### src/rtl/seq_multi_pkg.sv
// Shared definitions for the sequential shift-add multiplier.
//   state_e    : FSM state encodings (IDLE=0, RUN=1, FIN=2)
//   cnt_width  : bits needed for a step counter that must reach WIDTH
package seq_multi_pkg;

  typedef enum logic [1:0] {
    ST_IDLE = 2'd0,
    ST_RUN  = 2'd1,
    ST_FIN  = 2'd2
  } state_e;

  function automatic int cnt_width(input int width);
    return $clog2(width + 1);
  endfunction

endpackage

### src/rtl/seq_multi_twos_abs.sv
// Combinational conditional two's-complement negate.
//   in_i  : N-bit input value
//   neg_i : 1 = output the negation of in_i, 0 = pass through
//   out_o : N-bit result (neg_i ? -in_i : in_i), wraps modulo 2^N
// Used both to take operand magnitudes and to apply the final result sign.
module twos_abs #(
  parameter int N = 4
) (
  input  logic [N-1:0] in_i,
  input  logic         neg_i,
  output logic [N-1:0] out_o
);

  // -0 is 0 and -(-2^(N-1)) is 2^(N-1) read as unsigned, both exact here.
  assign out_o = neg_i ? (N'(0) - in_i) : in_i;

endmodule

### src/rtl/seq_multi.sv
// Sequential shift-add multiplier: C = A*B over WIDTH+1 RUN cycles.
//   CLK   : system clock, rising edge
//   RST_N : asynchronous active-low reset
//   START : request, accepted in IDLE or FIN
//   SGN   : 1 = two's-complement operands/result, 0 = unsigned
//   A, B  : WIDTH-bit multiplicand / multiplier, sampled with START
//   C     : 2*WIDTH-bit registered product, held until the next result
//   BUSY  : high while in RUN
//   DONE  : one-cycle pulse in FIN, C holds a new result
module seq_multi
  import seq_multi_pkg::*;
#(
  parameter int WIDTH = 4
) (
  input  logic                 CLK,
  input  logic                 RST_N,
  input  logic                 START,
  input  logic                 SGN,
  input  logic [WIDTH-1:0]     A,
  input  logic [WIDTH-1:0]     B,
  output logic [2*WIDTH-1:0]   C,
  output logic                 BUSY,
  output logic                 DONE
);

  localparam int PW    = 2 * WIDTH;
  localparam int CNT_W = cnt_width(WIDTH);
  localparam logic [CNT_W-1:0] LAST_CNT = CNT_W'(WIDTH);

  state_e           state_q, state_d;
  logic [CNT_W-1:0] cnt_q, cnt_d;
  logic [PW-1:0]    mcand_q, mcand_d;
  logic [WIDTH-1:0] mplr_q, mplr_d;
  logic [PW-1:0]    acc_q, acc_d;
  logic [PW-1:0]    c_q, c_d;
  logic             sign_q, sign_d;

  logic             neg_a, neg_b;
  logic [WIDTH-1:0] a_mag, b_mag;
  logic [PW-1:0]    result;

  assign neg_a = SGN & A[WIDTH-1];
  assign neg_b = SGN & B[WIDTH-1];

  twos_abs #(.N(WIDTH)) u_abs_a (.in_i(A),     .neg_i(neg_a),  .out_o(a_mag));
  twos_abs #(.N(WIDTH)) u_abs_b (.in_i(B),     .neg_i(neg_b),  .out_o(b_mag));
  twos_abs #(.N(PW))    u_sign  (.in_i(acc_q), .neg_i(sign_q), .out_o(result));

  always_comb begin
    state_d = state_q;
    cnt_d   = cnt_q;
    mcand_d = mcand_q;
    mplr_d  = mplr_q;
    acc_d   = acc_q;
    c_d     = c_q;
    sign_d  = sign_q;

    unique case (state_q)
      ST_IDLE, ST_FIN: begin
        state_d = ST_IDLE;
        if (START) begin
          mcand_d = {{WIDTH{1'b0}}, a_mag};
          mplr_d  = b_mag;
          sign_d  = neg_a ^ neg_b;
          acc_d   = '0;
          cnt_d   = '0;
          state_d = ST_RUN;
        end
      end
      ST_RUN: begin
        if (cnt_q == LAST_CNT) begin
          // All WIDTH bits consumed: publish the signed result.
          c_d     = result;
          state_d = ST_FIN;
        end else begin
          // Multiplicand is pre-shifted each step, so it always sits at the
          // weight of the multiplier bit currently in mplr_q[0].
          if (mplr_q[0]) begin
            acc_d = acc_q + mcand_q;
          end
          mcand_d = mcand_q << 1;
          mplr_d  = mplr_q >> 1;
          cnt_d   = cnt_q + 1'b1;
        end
      end
      default: state_d = ST_IDLE;
    endcase
  end

  always_ff @(posedge CLK or negedge RST_N) begin
    if (!RST_N) begin
      state_q <= ST_IDLE;
      cnt_q   <= '0;
      mcand_q <= '0;
      mplr_q  <= '0;
      acc_q   <= '0;
      c_q     <= '0;
      sign_q  <= 1'b0;
    end else begin
      state_q <= state_d;
      cnt_q   <= cnt_d;
      mcand_q <= mcand_d;
      mplr_q  <= mplr_d;
      acc_q   <= acc_d;
      c_q     <= c_d;
      sign_q  <= sign_d;
    end
  end

  assign C    = c_q;
  assign BUSY = (state_q == ST_RUN);
  assign DONE = (state_q == ST_FIN);

endmodule

### config.mk
export PLATFORM = sky130hd
export DESIGN_NAME = seq_multi
export DESIGN_NICKNAME = d
export VERILOG_FILES = /design/src/rtl/seq_multi_pkg.sv /design/src/rtl/seq_multi_twos_abs.sv /design/src/rtl/seq_multi.sv
export SDC_FILE = /design/constraint.sdc
export NUM_CORES = 1
export LEC_CHECK = 0
export CAP_MARGIN = 0
export CORE_MARGIN = 2
export CORE_UTILIZATION = 57
export DETAILED_ROUTE_END_ITERATION = 10
export DONT_BUFFER_PORTS = 1
export MAX_ROUTING_LAYER = met4
export PLACE_DENSITY_LB_ADDON = 0.25
export SLEW_MARGIN = 20
export SYNTH_ARGS = -nofsm -noshare
export SYNTH_HDL_FRONTEND = slang
export SYNTH_SLANG_ARGS = --single-unit
### constraint.sdc
create_clock -name CLK -period 1.7 [get_ports CLK]
set_input_delay 0.34 -clock CLK [delete_from_list [all_inputs] [get_ports CLK]]
set_output_delay 0.34 -clock CLK [all_outputs]
set_load 0.03 [all_outputs]
==> qor.txt, run 1 <==
Critical path endpoint category = flip-flop
Core ar. = 0.00336 mm²
Crit share post-route = 1.08
Syn_area_per_cell = 8.96 µm²
Fin area = 0.00253 mm²
Power density over the cells = 1890 mW/mm²
Number of enable flip-flop cells after synthesis = 0
Vias in the first global route = 1906
Synthesized cell area = 0.00201 mm²
DP HPWL = 3420 µm
Synthesized Nets = 249
Final slew viol count = 0
Port bufs = 0
GRT overflow = 0
Largest net degree at the start of global routing = 35
Final Hold Violating Endpoints = 0
R2R setup slack = -0.13 ns
Initial antenna violation count = 0
Synth area leaders = dfrtp_1, o21ai_0, nand2_1
IO Pins = 22
Final Non-Filler Cells = 306
Register bit total from synthesis = 34
Via density = 5.73
Min cycle time layout = 1.83 ns
Synthesized instance count = 224
Critical path type = flip-flop to flip-flop
Worst-Skew Late Latency = 0.36 ns
Die H = 63.3 µm
Outcome = finished, violations left
# diodes = 0
Maximum fanout along the worst path = 3
Max transition margin = 0.705
CTS clk-pin slew, worst paths = 0.11 ns
Setup ws final = -0.128 ns
FF-to-FF Start = mcand_q[0]$_DFFE_PN0P_
Final WL = 5170 µm
Bufs on Longest Clock Path = 2
WHS Path Cells = 1
Hold Crit Start = B[3]
CTS sink count = 34
Worst path required time = 1.93 ns
Area Overhead vs Synth = 26.2%
Crit path launch type = flip-flop
DRC = 0
Area leader, netlist = dfrtp_1
Max_cap viols = 0
Area share of the leading cell type in the synthesized netlist = 0.424
First-pass GRT wire length = 8670 µm
1st-iter DRT viols = 114
Setup Skew = 0.0142 ns
Hold Slack = 0.139 ns
DR pass1 iterations = 4
Crit path arrival time = 2.06 ns
Worst r2r path cells = 7
Wirelength per Cell = 16.9 µm
FFs w/ async S/R, synth = 1.00
Placed cell area = 0.00227 mm²
Layout cells sized above 1 = 0.288
Most used DFF post-synth = dfrtp_1
Dpl ws = -0.107 ns
Root Buffer = clkbuf_4
RSZ-0062 raised after global routing = yes
Via count = 1753
Peak VDD IR = 0.000988 V
Number of routed nets with antenna violations = 0
Hold WC Path Type = input pin to flip-flop
Fillers = 248
Yosys Warn Count = 0
Leak Pwr = 1.18 nW
Worst R2R End = acc_q[6]$_DFFE_PN0P_
FMAX = 0.547 GHz
Num CTS Buffers = 5
TritonCTS clock tree = yes
WHS Endpoint = mplr_q[3]$_DFFE_PN0P_
Register area share after synthesis = 0.424
Fin nets = 284
Slew @ Worst Pin = 0.442 ns
Synth cell types = 39
Gr usage total = 0.295
FF/Latch Area = 852 µm²
Die area = 0.00401 mm²
H-tree levels = 2
Die X = 63.3 µm
Area occupied by multi-input gates = 0.00120 mm²
Starting Density = 0.597
GP Congestion = 0.846
Failing checks = negative setup slack
Setup violators final = 3
# rows = 21
Placed Cells = 288
Final core occ = 0.753
==> synthesized netlist by cell type (2+ instances only) <==
cell and count:
a21o_1 3, o221ai_1 2, nor3_1 2, nand2_1 41, nor2b_1 3, xnor2_1 5, and3_1 2, clkbuf_1 6
xor2_1 6, nand3_1 10, o31ai_1 6, nand2b_1 3, a31o_2 2, nor2_1 9, nor3b_1 2, o21ai_0 31
ha_1 12, or3_1 2, inv_1 13, dfrtp_1 34, a21oi_1 12
==> cell families (layout without fill, tap and decap cells) <==
family | Yosys count | in the layout | share of synthesized area
multiplexers | 1 | 1 | 0.00499
adder cells (fa/ha/maj) | 13 | 13 | 0.0848
buffers and inverters | 22 | 58 | 0.0517
AND/OR/NAND/NOR | 78 | 78 | 0.183
XOR/XNOR | 11 | 11 | 0.0480
AO/OA/AOI/OAI | 65 | 65 | 0.204
flip-flops | 34 | 34 | 0.424
==> critical path, stage by stage (launching register included) <==
cell and delay [ns]:
dfrtp_1 0.43, ha_4 0.19, fa_2 0.36, a21o_1 0.16, a21o_1 0.18, a21oi_2 0.16, or4_4 0.15, nand3_2 0.06
==> placed cells by master (no fill, tap or decap), types with 4 or more instances in the layout <==
cell	instances
o21ai_0	28
nand2_1	39
o31ai_1	5
nor2_1	6
inv_1	12
ha_1	5
xnor2_1	4
clkbuf_4	5
xor2_1	6
dfrtp_1	33
ha_4	4
buf_4	32
nand3_1	9
a21oi_1	8
==> layer usage <==
metal | up-vias | track usage | wire length [µm]
li1 | 851 | - | -
met1 | 821 | 0.310 | 2080
met3 | 22 | 0.0732 | 255
met2 | 59 | 0.509 | 2610
met4 | 0 | 0.155 | 223
met5 | - | - | 0
==> registers in the layout (all words and copies together), names as in the netlist <==
signal / count
C: 8
acc_q: 8
cnt_q: 3
mcand_q: 8
mplr_q: 4
sign_q: 1
state_q: 2
==> final cells by class <==
cell class | count | share of cell area
Clock buffer | 7 | 0.0217
Clock inverter | 1 | 0.00198
Inverter | 14 | 0.0257
Multi-Input combinational cell | 168 | 0.473
Sequential cell | 34 | 0.336
Tap cell | 46 | 0.0227
Timing Repair Buffer | 36 | 0.119
==> worst max-delay path by stage <==
stage / start / to / slack [ns] / cells after the start
final: mcand_q[0]$_DFFE_PN0P_ / acc_q[6]$_DFFE_PN0P_ / -0.13 / 7
after global routing: acc_q[6]$_DFFE_PN0P_ / acc_q[7]$_DFFE_PN0P_ / -0.15 / 7
after CTS: acc_q[6]$_DFFE_PN0P_ / acc_q[7]$_DFFE_PN0P_ / -0.05 / 7
after detailed placement: mcand_q[1]$_DFFE_PN0P_ / acc_q[7]$_DFFE_PN0P_ / -0.11 / 6
after global placement: mcand_q[1]$_DFFE_PN0P_ / acc_q[7]$_DFFE_PN0P_ / -0.04 / 6
after floorplan: acc_q[0]$_DFFE_PN0P_ / acc_q[6]$_DFFE_PN0P_ / -0.001 / 7
==> power by group <==
part / switching, mW / internal, mW / total, mW
combinational: 1.43 / 1.24 / 2.67
clock: 0.295 / 0.200 / 0.495
sequential: 0.481 / 1.14 / 1.62
==> stage by stage <==
step	power [mW]	setup TNS [ns]
2_1_floorplan	3.05	-0.00112
3_3_place_gp	3.68	-0.0708
3_5_place_dp	3.86	-0.236
4_1_cts	4.59	-0.142
5_1_grt	5.15	-0.445
6_report	4.79	-0.279
==> timing repair <==
action                                  CTS  global route
hold buffers                              2             0
endpoints found under the setup margin    3            17
pin swaps                                14             4
buffers inserted                          8             0
gates resized for setup                  15            13
endpoints found under the hold margin    34             0
(Power assumes the default switching activity.)
==> run 2: changes to the inputs <==
--- a/constraint.sdc
+++ b/constraint.sdc
@@ -3,2 +3,2 @@
 set_output_delay 0.34 -clock CLK [all_outputs]
-set_load 0.03 [all_outputs]
+set_load 0.1 [all_outputs]
==> run 2 against run 1 <==
Largest cell class unchanged. Hold slack better by 0.013 ns. Utilization is 0.78 points higher. Critical path type unchanged. The run still ends with negative setup slack left. Clock power is 4.2% lower.
==> qor.txt, run 2 (synthesis results as in run 1) <==
CTS clk-pin slew, worst paths = 0.11 ns (about the same)
Min cycle time layout = 1.81 ns (-0.0200 ns)
DR pass1 iterations = 4 (unchanged)
Layout cells sized above 1 = 0.277 (-0.0113)
CTS sink count = 34 (unchanged)
Leading cell type in the layout, fill and taps excluded = nand2_1
Critical path endpoint category = flip-flop
Die area = 0.00401 mm² (unchanged)
Maximum fanout along the worst path = 3 (unchanged)
Most frequent cells in the layout = nand2_1, buf_4, dfrtp_1, o21ai_0, inv_1
Wirelength per Cell = 14.8 µm (-13%)
Peak VDD IR = 0.00147 V (+49%)
Root Buffer = clkbuf_4
Hold Slack = 0.152 ns (+0.0130 ns)
Final Hold Violating Endpoints = 0 (unchanged)
WHS Path Cells = 1 (unchanged)
Crit path max-delay family = compound AO/OA/AOI/OAI gates
R2R setup slack = -0.11 ns (+0.02 ns)
Worst path required time = 1.94 ns (about the same)
TritonCTS clock tree = yes
Initial antenna violation count = 0 (unchanged)
1st-iter DRT viols = 88 (-23%)
FMAX = 0.553 GHz (+1.1%)
Bufs on Longest Clock Path = 2 (unchanged)
Critical path type = flip-flop to flip-flop
Gr usage total = 0.270 (-0.0244)
Worst path depth = 6 (-1)
Worst Path Buf+Inv = 0 (unchanged)
Port bufs = 0 (unchanged)
Slew @ Worst Pin = 0.432 ns (-0.00983 ns)
GRT overflow = 0 (unchanged)
Via density = 5.57 (-2.7%)
Vias in the first global route = 1796 (-5.8%)
Setup ws final = -0.108 ns (+0.0200 ns)
IO Pins = 22 (unchanged)
CP peak stage delay = 0.43 ns (about the same)
Crit path arrival time = 2.05 ns (about the same)
Max transition margin = 0.711 (+0.00657)
Die H = 63.3 µm (unchanged)
Starting Density = 0.597 (unchanged)
Largest net degree at the start of global routing = 35 (unchanged)
Core ar. = 0.00336 mm² (unchanged)
Fillers = 262 (+5.6%)
Die X = 63.3 µm (unchanged)
Hold WC Path Type = input pin to flip-flop
# rows = 21 (unchanged)
Area Overhead vs Synth = 27.6%
# diodes = 0 (unchanged)
Via count = 1744 (-0.51%)
Leak Pwr = 1.22 nW (+3.5%)
RSZ-0062 raised after global routing = yes
Outcome = finished, violations left
GP Congestion = 0.823 (-2.8%)
Failing checks = negative setup slack
Crit share post-route = 1.06 (-0.0118)
DRC = 0 (unchanged)
Total power = 5.28 mW (+10%)
Crit path launch type = flip-flop
CP max stage cell = dfrtp_1
DP HPWL = 3440 µm (+0.59%)
Fin nets = 291 (+2.5%)
Power density over the cells = 2060 mW/mm² (+9.2%)
Setup Skew = 0.0110 ns (-0.00320 ns)
Worst-Skew Late Latency = 0.35 ns (about the same)
Final WL = 4620 µm (-11%)
Cell Chain, Critical Path = ha_4 > o21a_1 > nor3_2 > o41ai_4 > o221ai_1 > a31o_1
Final slew viol count = 0 (unchanged)
First-pass GRT wire length = 8110 µm (-6.4%)
Number of routed nets with antenna violations = 0 (unchanged)
Max_cap viols = 0 (unchanged)
Setup violators final = 2 (-1)
Worst r2r path cells = 6 (-1)
H-tree levels = 2 (unchanged)
Num CTS Buffers = 5 (unchanged)
run 2: cell types whose count changed in the layout (fill, tap and decap cells not counted), moves of 2 or more:
| cell | delta |
|---|---|
| nand2_2 | -2 |
| o31ai_2 | +2 |
| nand2_1 | +2 |
| ha_1 | +3 |
| ha_2 | -3 |
| buf_4 | +7 |
run 2: stage by stage:
| stage | util | cells | worst slack, ns | TNS [ns] | cell area [µm²] |
|---|---|---|---|---|---|
| after detailed placement | 0.697 | 298 | -0.104 | -0.199 | 2340 |
| after global routing | 0.761 | 313 | -0.176 | -0.317 | 2560 |
| after floorplan | - | 224 | 0.00435 | 0 | 2040 |
| final | 0.761 | 313 | -0.108 | -0.174 | 2560 |
| after CTS | 0.743 | 310 | -0.0897 | -0.143 | 2500 |
| after global placement | 0.697 | 298 | -0.0248 | -0.0421 | 2340 |
run 2: path summary, 6_finish.rpt:
| check | start | endpoint |
|---|---|---|
| hold / removal | B[3] | mplr_q[3]$_DFFE_PN0P_ |
| hold reg to reg | C[5]$_DFFE_PN0P_ | C[5]$_DFFE_PN0P_ |
| setup / recovery | acc_q[6]$_DFFE_PN0P_ | acc_q[7]$_DFFE_PN0P_ |
| setup reg to reg | acc_q[6]$_DFFE_PN0P_ | acc_q[7]$_DFFE_PN0P_ |
| max in group asynchronous | RST_N | acc_q[6]$_DFFE_PN0P_ |
| min in group asynchronous | RST_N | C[1]$_DFFE_PN0P_ |
run 2: power by group:
group          total, mW  internal (mW)  leakage [nW]  switching (mW)
logic               3.37           1.30         0.741            2.07
clock network      0.474          0.200        0.0353           0.274
registers           1.43           1.14         0.444           0.292
run 2: what timing repair did:
action,in CTS,in global routing
endpoints found under the hold margin,34,0
endpoints found under the setup margin,7,18
hold buffers,2,0
resized for setup,8,11
pin swaps,7,7
buffers inserted,2,3
run 2: layout make-up:
cell class,count,area [µm²],area share
clock buffers,7,55.1,0.0215
clock inverters,1,5.00,0.00196
inverters,14,65.1,0.0254
multi-input cells,168,1160,0.455
flip-flops and latches,34,851,0.332
well taps,46,57.6,0.0225
repair buffers,43,363,0.142
run 2: metal layers:
| metal | up-vias | track usage | wire length (µm) |
|---|---|---|---|
| met4 | 0 | 0.0897 | 81 |
| met1 | 822 | 0.306 | 1940 |
| met2 | 45 | 0.482 | 2410 |
| met5 | - | - | 0 |
| li1 | 867 | - | - |
| met3 | 10 | 0.0482 | 192 |
==> RTL edit: new RTL, flow settings as in run 2 <==
Change the parameter `WIDTH` from 4 to 6.
--- a/src/rtl/seq_multi.sv
+++ b/src/rtl/seq_multi.sv
@@ -11,5 +11,5 @@
   import seq_multi_pkg::*;
 #(
-  parameter int WIDTH = 4
+  parameter int WIDTH = 6
 ) (
   input  logic                 CLK,
Interface: changed (resized A, B and C); port bits go from 22 to 30. No check against the original RTL was run, so the function may have changed too.
==> RTL edit against run 2 <==
The flow still finishes with violations (negative setup slack); global-route usage decreased by 1.2 points; sequential share of layout area decreased by 0.18 points; design area increased by 42%; wire length increased by 51%; sequential cell count increased by 14; worst setup slack got worse by 0.29 ns; fmax decreased by 14%; power increased by 43%; combinational power increased by 40%; area after synthesis increased by 39%; critical endpoint is now acc_q[8]; highest routed layer unchanged.
==> RTL edit: results (changes against run 2) <==
* Vias in the first global route at 2339 (was 1796)
* XOR/XNOR Fraction of Synth Area at 8.14% (was 4.80%)
* Setup WS pre-CTS at -0.309 ns (was -0.104 ns)
* GRT Total Usage at 25.9% (was 27.0%)
* Post-synthesis sequential area ratio at 42.9% (was 42.4%)
* Met2 Wirelength at 3490 µm (was 2410 µm)
* Final Cell Area at 3640 µm² (was 2560 µm²)
* Slew margin rel. at 59.3% (was 71.1%)
* Post-Syn Nets at 354 (was 249)
* Failing checks: negative setup slack (unchanged)
* Largest net degree at the start of global routing at 49 (was 35)
* DR pass1 iterations at 5 (was 4)
* Total Nets Final at 412 (was 291)
* Worst-path clk slew at 0.09 ns (was 0.11 ns)
* P_leak at 1.72 nW (was 1.22 nW)
* Layout fillers at 314 (was 262)
* Worst VDD drop at 935 µV (was 1470 µV)
* CTS Root Cell: clkbuf_8 (was clkbuf_4)
* Adder-cell area share of the yosys netlist at 7.87% (was 8.48%)
* Synth top area cells: dfrtp_1 43%, nand2_1 7.6%, ha_1 7.2%, o21ai_0 5.9%, xor2_1 5.6% (was dfrtp_1 42%, o21ai_0 7.7%, nand2_1 7.7%, ha_1 7.5%, a21oi_1 3.0%)
* Number of vias per cell at 5.59 (was 5.57)
* Post-DP HPWL at 4340 µm (was 3440 µm)
* Drt total wl at 6990 µm (was 4620 µm)
* Via count at 2499 (was 1744)
* Placed Cells incl. Taps at 428 (was 298)
* Post-synthesis mux area share at 0.715% (was 0.499%)
* DRT iter0 DRCs at 172 (was 88)
* GP Congestion at 0.848 (was 0.823)
* Top post-synthesis cells by count: 57 x nand2_1, 48 x dfrtp_1, 33 x o21ai_0, 30 x nand3_1, 28 x a21oi_1 (was 41 x nand2_1, 34 x dfrtp_1, 31 x o21ai_0, 13 x inv_1)
* Row count at 25 (was 21)
* Share of cells above drive strength 1 at 27.9% (was 27.7%)
* Final setup viols at 13 (was 2)
* Status: finished, violations left (unchanged)
* Cells after Synth at 321 (was 224)
* PnR worst setup slack at -0.396 ns (was -0.108 ns)
* M1 wire length at 2900 µm (was 1940 µm)
* Switching power total at 0.00369 W (was 0.00264 W)
[RTL edit: cell type report]
| type | instances | area share [%] |
|---|---|---|
| well taps | 67 | 2.30 |
| clock inverters | 3 | 1.17 |
| multi-input cells | 247 | 45.0 |
| inverters | 12 | 1.38 |
| repair buffers | 65 | 15.2 |
| clock buffers | 5 | 1.89 |
| flip-flops and latches | 48 | 33.1 |
[RTL edit: kinds of logic after synthesis]
kind of cell	count (synthesis)
flip-flops	48
multiplexers	2
AO/OA/AOI/OAI	87
buffers and inverters	26
XOR/XNOR	26
AND/OR/NAND/NOR	115
adder cells (fa/ha/maj)	17
[RTL edit: path summary, 6_finish.rpt]
check                                start        end  slack (ns)  cells after the start
worst min register to register        C[8]       C[8]        0.49                      2
min in group asynchronous            RST_N       C[4]        0.55                      2
max in group asynchronous            RST_N   acc_q[1]        0.93                      2
worst min-delay path                  B[5]  mplr_q[5]        0.16                      2
worst max register to register  mcand_q[0]   acc_q[8]       -0.40                      8
worst max-delay path            mcand_q[0]   acc_q[8]       -0.40                      8
[RTL edit: repair_timing]
item	4_1_cts	5_1_grt
setup buffers	6	3
endpoints found under the setup margin	10	34
pin swaps	20	13
hold buffers	2	0
resized for setup	24	14
hold endpoints to repair	48	0
gates cloned	0	1
[RTL edit: layer usage]
metal / vias to the layer above / global-route usage (%)
li1: 1220 / -
met1: 1161 / 31.8
met2: 100 / 44.5
met3: 18 / 4.20
met4: 0 / 6.26
met5: - / -
[RTL edit: power by group through the flow]
stage | clock, W | sequential, W | combinational (W)
2_1_floorplan | 0 | 0.00278 | 0.00200
3_3_place_gp | 0 | 0.00194 | 0.00394
3_5_place_dp | 0 | 0.00197 | 0.00404
4_1_cts | 0.000839 | 0.00197 | 0.00439
5_1_grt | 0.000900 | 0.00205 | 0.00509
6_report | 0.000833 | 0.00200 | 0.00471
